==> config.mk <==
export PLATFORM = sky130hd
export DESIGN_NAME = stack_reverse_ctrl
export DESIGN_NICKNAME = d
export VERILOG_FILES = /design/src/rtl/stack_reverse_ctrl.sv
export SDC_FILE = /design/constraint.sdc
export NUM_CORES = 1
export LEC_CHECK = 0
export ABC_AREA = 1
export BUFFER_PORTS_ARGS = -buffer_cell sky130_fd_sc_hd__buf_2
export CORE_ASPECT_RATIO = 0.7
export CORE_UTILIZATION = 35
export DETAILED_ROUTE_END_ITERATION = 12
export HOLD_SLACK_MARGIN = 0.03
export PLACE_DENSITY_LB_ADDON = 0.12
export SKIP_CTS_REPAIR_TIMING = 1
export SLEW_MARGIN = 20
export SYNTH_ARGS = -nofsm -noshare
export SYNTH_HDL_FRONTEND = slang
export SYNTH_SLANG_ARGS = --single-unit
==> constraint.sdc <==
create_clock -name clk -period 4.09 [get_ports clk]
set_input_delay 1.0225 -clock clk [delete_from_list [all_inputs] [get_ports clk]]
set_output_delay 1.0225 -clock clk [all_outputs]
set_load 0.1 [all_outputs]
==> src/rtl/stack_reverse_ctrl.sv <==
// rtl/stack_reverse_ctrl.sv - push/pop initiator that reverses a digit frame through an external stack
// Fills the stack from the input stream, then pops one digit per three cycles onto the output stream.
module stack_reverse_ctrl #(
  parameter int DW    = 4,
  parameter int DEPTH = 32,
  parameter int CW    = 6
) (
  input  logic          clk,
  input  logic          rst,
  input  logic          in_valid,
  output logic          in_ready,
  input  logic [DW-1:0] in_data,
  input  logic          in_last,
  output logic          out_valid,
  input  logic          out_ready,
  output logic [DW-1:0] out_data,
  output logic          out_last,
  output logic          stk_rst,
  output logic          stk_push,
  output logic          stk_pop,
  output logic [DW-1:0] stk_din,
  input  logic [DW-1:0] stk_dout,
  input  logic          stk_empty,
  output logic          err_ovf,
  output logic          err_sync
);

  typedef enum logic [2:0] {
    FILL  = 3'd0,
    POP   = 3'd1,
    CAPT  = 3'd2,
    SEND  = 3'd3,
    FLUSH = 3'd4
  } state_t;

  localparam logic [CW-1:0] DEPTH_C = CW'(DEPTH);
  localparam logic [CW-1:0] LAST_C  = CW'(DEPTH - 1);

  state_t        state;
  logic [CW-1:0] count;
  logic          frame_ovf;
  logic          accept;

  always_comb begin
    in_ready = 1'b0;
    if (state == FILL)
      in_ready = (count < DEPTH_C);
    else if (state == FLUSH)
      in_ready = 1'b1;
  end

  assign accept   = in_valid & in_ready;
  assign stk_din  = in_data;
  assign stk_rst  = ~rst | (state == FLUSH);
  // Strobes are gated by reset so nothing reaches the stack on the clearing edge.
  assign stk_push = rst & (state == FILL) & accept;
  assign stk_pop  = rst & (state == POP) & (count != '0);

  always_ff @(posedge clk) begin
    if (!rst) begin
      state     <= FILL;
      count     <= '0;
      frame_ovf <= 1'b0;
      out_valid <= 1'b0;
      out_last  <= 1'b0;
      out_data  <= '0;
      err_ovf   <= 1'b0;
      err_sync  <= 1'b0;
    end else begin
      case (state)
        FILL: begin
          if ((count == '0) && !stk_empty)
            err_sync <= 1'b1;
          if (accept) begin
            count <= count + CW'(1);
            if (in_last) begin
              state <= POP;
            end else if (count == LAST_C) begin
              // Stack is now full: truncate and let FLUSH swallow the tail.
              err_ovf   <= 1'b1;
              frame_ovf <= 1'b1;
              state     <= POP;
            end
          end
        end
        POP: begin
          if (stk_empty)
            err_sync <= 1'b1;
          if (count != '0)
            count <= count - CW'(1);
          state <= CAPT;
        end
        CAPT: begin
          out_data  <= stk_dout;
          out_last  <= (count == '0);
          out_valid <= 1'b1;
          state     <= SEND;
        end
        SEND: begin
          if (out_ready) begin
            out_valid <= 1'b0;
            if (!out_last) begin
              state <= POP;
            end else if (frame_ovf) begin
              frame_ovf <= 1'b0;
              state     <= FLUSH;
            end else begin
              state <= FILL;
            end
          end
        end
        FLUSH: begin
          if (accept && in_last)
            state <= FILL;
        end
        default: state <= FILL;
      endcase
    end
  end

endmodule
# Yosys cells after proc, flatten, opt, wreduce, memory -nomap -nowiden
# Cells that the tools add are included.
[totals]
ff_bits = 18
inputBits = 14
output_inout_bits = 16
[classes]
addsub = 2
n_lt_le_gt_ge = 1
eq_ne = 15
n_mux = 24
bitwise = 8
reduce_logical = 15
[op_table]
columns = ["operator", "n"]
rows = [
  ["$mux W3", 7],
  ["$pmux W3 S5", 1],
  ["$mux W6", 2],
  ["$pmux W6 S2", 1],
  ["$mux W1", 10],
  ["$ne A2 B2 Y1 const B", 5],
  ["$ne A2 B1 Y1 const B", 4],
  ["$reduce_and A4 Y1", 2],
  ["$add A6 B1 Y6 const B", 1],
  ["$eq A3 B2 Y1 const B", 2],
  ["$eq A6 B5 Y1 const B", 1],
  ["$logic_not A6 Y1", 1],
  ["$lt A6 B6 Y1 const B", 1],
  ["$pmux W1 S2", 3],
  ["$reduce_and A3 Y1", 2],
  ["$reduce_and A6 Y1", 1],
  ["$reduce_bool A2 Y1", 3],
  ["$reduce_bool A6 Y1", 1],
  ["$sub A6 B1 Y6 const B", 1],
  ["$and A1 B1 Y1", 5],
  ["$eq A3 B1 Y1 const B", 1],
  ["$eq A3 B3 Y1 const B", 1],
  ["$logic_not A3 Y1", 1],
  ["$ne A3 B2 Y1 const B", 1],
  ["5 further kinds", 7],
]

# Logic depth before layout (Yosys ltp)
# Gate-level depths: netlist (run 1).
[depth]
ltp_word = 7
mapped_depth = 15
mapped_depth_nobuf = 14

# Worst setup path before layout (run 1)
# Ideal clock, no wire load.
[synth_timing]
path_kind = "input-to-output"
startpoint = "input rst"
endpoint = "output stk_push"
t_arrival_ns = 3.193
required_time_ns = 3.068
path_slack_ns = -0.126
cell_stages = 2
path_buffers = 0
cell_sequence = "inv_1 > nor3_1"
[synth_between]
elab_chain_len = 2
[synth_lines]
columns = ["item", "line", "source"]
rows = [
  ["from (decl)", "9", "input logic rst,"],
  ["$and A1 B1 Y1 (2 in a row)", "56", "assign stk_push = rst & (state == FILL) & accept;"],
  ["to (decl)", "19", "output logic stk_push,"],
]
# No other way between the ends.

# Worst setup path after layout (run 1)
# Ends and elaborated chain as after synthesis.

==> results by group, run 1 <==
Placement
  – I/O Buffers: 21
  – Hpwl dp: between 2 and 2.5 mm
  – GPL Wtd Cong: 0.832

Clocking
  – Clk root buf: clkbuf_8
  – CTS HTree Levels: 1
  – Skew-Pair Late Insertion Delay: approximately 0.25 ns
  – Register clock-pin slew on the reported worst setup and hold paths: 0.07 ns
  – Maximum clock path buffer count: 2
  – CTS sink count: 18
  – TritonCTS Buffers: 3
  – CTS tree: done

Worst setup path
  – Worst Path Max Fanout: 14
  – CP most frequent cell: buf_2
  – Reg2reg path depth: 14
  – Critical path type: in2out
  – Crit path max-delay cell type: buf_2
  – Crit-path cells: buf_2 > inv_1 > nor3_2 > buf_2
  – CP Capture Type: output pin
  – CP required: 3.07 ns
  – Slowest cell delay on critical path: 0.44 ns
  – CP startpoint kind: input port
  – Crit path DAT: 2.15 ns

Floorplanning
  – Starting density of the core: 37.6%
  – Die ar.: between 3000 and 4000 um2
  – Core ar.: 2840 um2
  – Die W: 68.0 um
  – Die height: 48.2 um
  – Row count: 16
  – Io pins: 30

Status
  – Status: completed

Worst hold path
  – Worst min path class: reg2reg
  – Worst hold stages: 2

Yosys
  – Synthesized area: around 1100 um2
  – Yosys synthesis warning count: 0
  – Number of enable flip-flop cells after synthesis: 0
  – Number of synthesized register bits: 18
  – Sequential cell area fraction in the yosys report: between 30% and 40%
  – Post-synth top flop: dfxtp_1
  – Syn_nets: ~180
  – Unique cell type count in the Yosys netlist: 25
  – Syn avg cell area: 6.52 um2
  – Ys async rst share: 0%
  – Syn Inst Count: 164

Final layout
  – Area delta synth->final: 15.5%
  – Most frequent cells in the layout: nor2_1 (30), nand2_1 (26), buf_2 (21)
  – Fillers: 325
  – Ratio of cells with drive above 1 in the final layout: 23.5%
  – Net total in the final layout: 199
  – Ant. Diodes: 0
  – Most common cell after layout, fill and taps aside: nor2_1

STA
  – Fin crit share: 77.5%
  – Clock skew: ~0.0031 ns
  – Achievable Freq: 0.315 GHz
  – RSZ-0062 raised after global routing: false
  – Final setup vio count: 0
  – Worst Max-Slew Pin Slew: 0.488 ns
  – Final Critical Period: about 3.2 ns
  – Worst relative slew slack: slightly below 70%
  – Final Max Tran Viols: 0
  – Post-Route Setup TNS: 0 ns
  – Fin. Hold Viols: 0

Global routing
  – Grt ovf: 0
  – Vias in the first global route: 964
  – Initial antenna violation count: 0
  – Overall Global Routing Usage: 18.9%
  – First-pass GRT wire length: 4.41 mm
  – Pin count of the biggest net entering global routing: 15

Routing
  – Final WL: 2.63 mm
  – Drt initial violations: 46
  – DRC Markers: 0
  – Drt via density: 4.95
  – Drt wl/cell: 12.0 um
  – Drt pass-1 iters: 4
  – Via count: 1083
  – Post-route ant nets: 0

Flow run
  – Max Cap Viol: 0
==> cells by family (layout without fill, tap and decap cells) <==
logic type                 count (synthesis)  after routing  share of synthesized area, %
DFF                                       18             18                          33.7
and+or+nand+nor                           84             84                          35.9
adders and majority gates                  1              1                          1.17
AOI/OAI and AO/OA                         31             31                          15.6
xor gates and xnor gates                   2              2                          1.64
buffers and inverters                     28             47                          11.9
==> state kept, by name, indices dropped and copies added (netlist names) <==
| register | count |
|---|---|
| state | 3 |
| frame_ovf | 1 |
| err_ovf | 1 |
| out_data | 4 |
| out_last | 1 |
| err_sync | 1 |
| count | 6 |
| out_valid | 1 |
==> worst paths after layout <==
check,startpoint,slack (ns),to
hold / removal,out_valid$_SDFFE_PN0P_,0.47,out_valid$_SDFFE_PN0P_
hold reg to reg,out_valid$_SDFFE_PN0P_,0.47,out_valid$_SDFFE_PN0P_
setup / recovery,rst,0.92,stk_push
setup reg to reg,state[2]$_SDFFE_PN0P_,2.35,count[4]$_SDFFE_PN0P_
==> routing by layer <==
metal / global-route usage [%] / routed length (um) / vias up
li1: - / - / 565
met1: 27.2 / 1450 / 495
met2: 28.2 / 1050 / 21
met3: 5.14 / 114 / 2
met4: 3.75 / 10 / 0
met5: 0 / 0 / -
==> cell usage after synthesis (2+ instances only) <==
cell type | number | share of area, %
nand3_2 | 2 | 1.9
o21ai_0 | 13 | 6.1
nand4_1 | 6 | 3.5
a21oi_1 | 12 | 5.6
o211ai_1 | 2 | 1.4
inv_2 | 5 | 1.8
nor2_1 | 30 | 11
nor2_2 | 3 | 1.8
nor3_1 | 3 | 1.4
inv_1 | 17 | 6.0
nand2_1 | 26 | 9.1
nand2_2 | 4 | 2.3
nand3_1 | 8 | 3.7
buf_4 | 4 | 2.8
o21ai_1 | 2 | 0.94
dfxtp_1 | 18 | 34
==> layout make-up <==
class	instances	area, um2	area share, %
clock buffers	4	55.1	4.46
repair buffers	21	105	8.52
inverters	22	82.6	6.69
flip-flops and latches	18	360	29.2
multi-input cells	118	586	47.5
well taps	36	45.0	3.65
==> per-stage QoR <==
stage | area (um2) | hold slack (ns) | cells | setup WS (ns) | utilization (%)
2_1_floorplan | 1070 | 0.456 | 164 | 0.391 | -
3_3_place_gp | 1180 | 0.462 | 215 | 0.981 | 41.5
3_5_place_dp | 1180 | 0.461 | 215 | 0.929 | 41.5
4_1_cts | 1230 | 0.473 | 219 | 0.931 | 43.4
5_1_grt | 1230 | 0.506 | 219 | 0.861 | 43.4
6_report | 1230 | 0.469 | 219 | 0.919 | 43.4
==> worst max-delay path: cells and delay by family <==
family / cells / cell delay [ns]
buf+inv: 3 / 0.91
simple gates: 1 / 0.21
Power of run 1 is not shown: default switching activity piles up to over one toggle a cycle in this logic, so the estimate is an artifact.
==> run 2: changes to the inputs <==
- clock period: 4.09 -> 3.1 ns (I/O delays scaled with it)
==> run 2 against run 1 <==
  * Hold slack worse by 0.0049 ns
  * Register-to-register slack worse by 0.95 ns
  * Die area stayed put
  * Final cell count stayed put
  * Global-route usage is 1.4 points lower
  * Critical endpoint unchanged
  * First-iteration DRC count is 24% higher
==> results by group, run 2 (synthesis gave the netlist of run 1 again) <==
Clocking
  – Maximum clock path buffer count: 2 (unchanged)
  – Register clock-pin slew on the reported worst setup and hold paths: 0.07 ns (about the same)
  – Clk root buf: clkbuf_8
  – CTS tree: done
  – CTS HTree Levels: 1 (unchanged)
  – CTS sink count: 18 (unchanged)
  – TritonCTS Buffers: 3 (unchanged)
  – Skew-Pair Late Insertion Delay: 0.26 ns (about the same)

Floorplanning
  – Starting density of the core: 37.6% (unchanged)
  – Die W: 68.0 um (unchanged)
  – Io pins: 30 (unchanged)
  – Die height: 48.2 um (unchanged)
  – Row count: 16 (unchanged)
  – Core ar.: 2840 um2 (unchanged)
  – Die ar.: 3280 um2 (unchanged)

Final layout
  – Area of the multi-input gates: 586 um2 (unchanged)
  – Most common cell after layout, fill and taps aside: nor2_1
  – Net total in the final layout: 200 (+0.50%)
  – Ant. Diodes: 0 (unchanged)
  – Top flop regs: count x6, out_data x4, state x3
  – Most frequent cells in the layout: nor2_1 (30), nand2_1 (26), buf_2 (21)
  – Ratio of cells with drive above 1 in the final layout: 23.5% (unchanged)
  – Seq. cell area: 360 um2 (unchanged)
  – Fillers: 321 (-1.2%)
  – Largest register FFs: 6 (unchanged)
  – Largest Register: count
  – Area delta synth->final: 14.9%

Flow run
  – Max Cap Viol: 0 (unchanged)

STA
  – RSZ-0062 raised after global routing: false
  – Final Critical Period: 2.53 ns
  – Worst Max-Slew Pin Slew: 0.478 ns (-0.0105 ns)
  – Clock skew: 0.00684 ns (+0.00377 ns)
  – Worst relative slew slack: 68.0% (+0.36 points)
  – Final Max Tran Viols: 0 (unchanged)
  – Final setup vio count: 0 (unchanged)
  – Achievable Freq: around 0.4 GHz
  – Post-Route Setup TNS: 0 ns (unchanged)
  – Fin crit share: 81.5%
  – Fin. Hold Viols: 0 (unchanged)

Routing
  – Drt wl/cell: 11.8 um (-1.8%)
  – Drt initial violations: 57 (+24%)
  – Drt pass-1 iters: 4 (unchanged)
  – DRC Markers: 0 (unchanged)
  – Via count: 1056 (-2.5%)
  – Drt via density: 4.82 (-2.5%)
  – Post-route ant nets: 0 (unchanged)
  – Final WL: 2.58 mm (-1.8%)

Worst setup path
  – CP required: 2.32 ns (-0.75 ns)
  – R2R Setup Slk: 1.40 ns (-0.95 ns)
  – Reg2reg path depth: 14 (unchanged)
  – CP startpoint kind: input port
  – Critical path type: in2out
  – Worst Path Max Fanout: 8 (-6)
  – Crit path max-delay cell type: buf_2
  – Critical path endpoint: stk_push
  – CP Capture Type: output pin
  – Reg2Reg Launch Point: state[2]$_SDFFE_PN0P_
  – Crit-path cells: buf_2 > inv_1 > nor3_2 > buf_2
  – CP most frequent cell: buf_2
  – R2r endpoint: count[4]$_SDFFE_PN0P_
  – Slowest cell delay on critical path: 0.44 ns (about the same)
  – Crit path DAT: 1.75 ns (-0.40 ns)
  – Crit path launch: rst

Status
  – Status: completed

Global routing
  – Overall Global Routing Usage: 17.5% (-1.4 points)
  – Grt ovf: 0 (unchanged)
  – First-pass GRT wire length: 4.14 mm (-6.1%)
  – Pin count of the biggest net entering global routing: 12 (-3)
  – Vias in the first global route: 885 (-8.2%)
  – Initial antenna violation count: 0 (unchanged)

Placement
  – Hpwl dp: 1.99 mm (-1.4%)
  – I/O Buffers: 21 (unchanged)
  – GPL Wtd Cong: 0.846 (+1.7%)

Worst hold path
  – Worst min path class: reg2reg
## run 2: cell types whose count changed in the layout (fill, tap and decap cells not counted), sizes merged
| cell | delta |
|---|---|
| clkbuf | -1 |
| buf | +1 |
## run 2: metal layers
metal,up-vias,track usage (%),share of wire [%]
li1,567,-,-
met1,458,26.5,54
met2,29,24.5,39
met3,2,4.44,6.5
met4,0,3.75,0.62
met5,-,0,0
## run 2: stage by stage
step                cells  hold slack, ns  util [%]  setup WS, ns  instance area, um2
global route          219           0.487      43.2         0.452                1230
detailed placement    216           0.453      41.7         0.567                1190
global placement      216           0.458      41.7         0.598                1190
finish                219           0.464      43.2         0.572                1230
floorplan             164           0.456         -       0.00945                1070
CTS                   219           0.463      43.2         0.565                1230
## run 2: critical path, delay by kind of cell
family / cells / cell delay [ns]
and+or+nand+nor: 1 / 0.19
buffers and inverters: 3 / 0.78
## run 2: cell type report
type	count	area share [%]
Multi-Input combinational cell	118	47.7
Timing Repair Buffer	22	9.17
Sequential cell	18	29.4
Tap cell	36	3.67
Clock buffer	3	3.36
Inverter	22	6.73
## run 2: how the worst min path moves through the flow
stage	from	to	slack (ns)	cells after the start
3_5_place_dp	out_valid$_SDFFE_PN0P_	out_valid$_SDFFE_PN0P_	0.45	2
3_3_place_gp	out_valid$_SDFFE_PN0P_	out_valid$_SDFFE_PN0P_	0.46	2
4_1_cts	out_valid$_SDFFE_PN0P_	out_valid$_SDFFE_PN0P_	0.46	2
6_report	out_valid$_SDFFE_PN0P_	out_valid$_SDFFE_PN0P_	0.46	2
5_1_grt	out_valid$_SDFFE_PN0P_	out_valid$_SDFFE_PN0P_	0.49	2
2_1_floorplan	frame_ovf$_SDFFE_PN0P_	frame_ovf$_SDFFE_PN0P_	0.46	2
Power of run 2 is left out for the same reason.
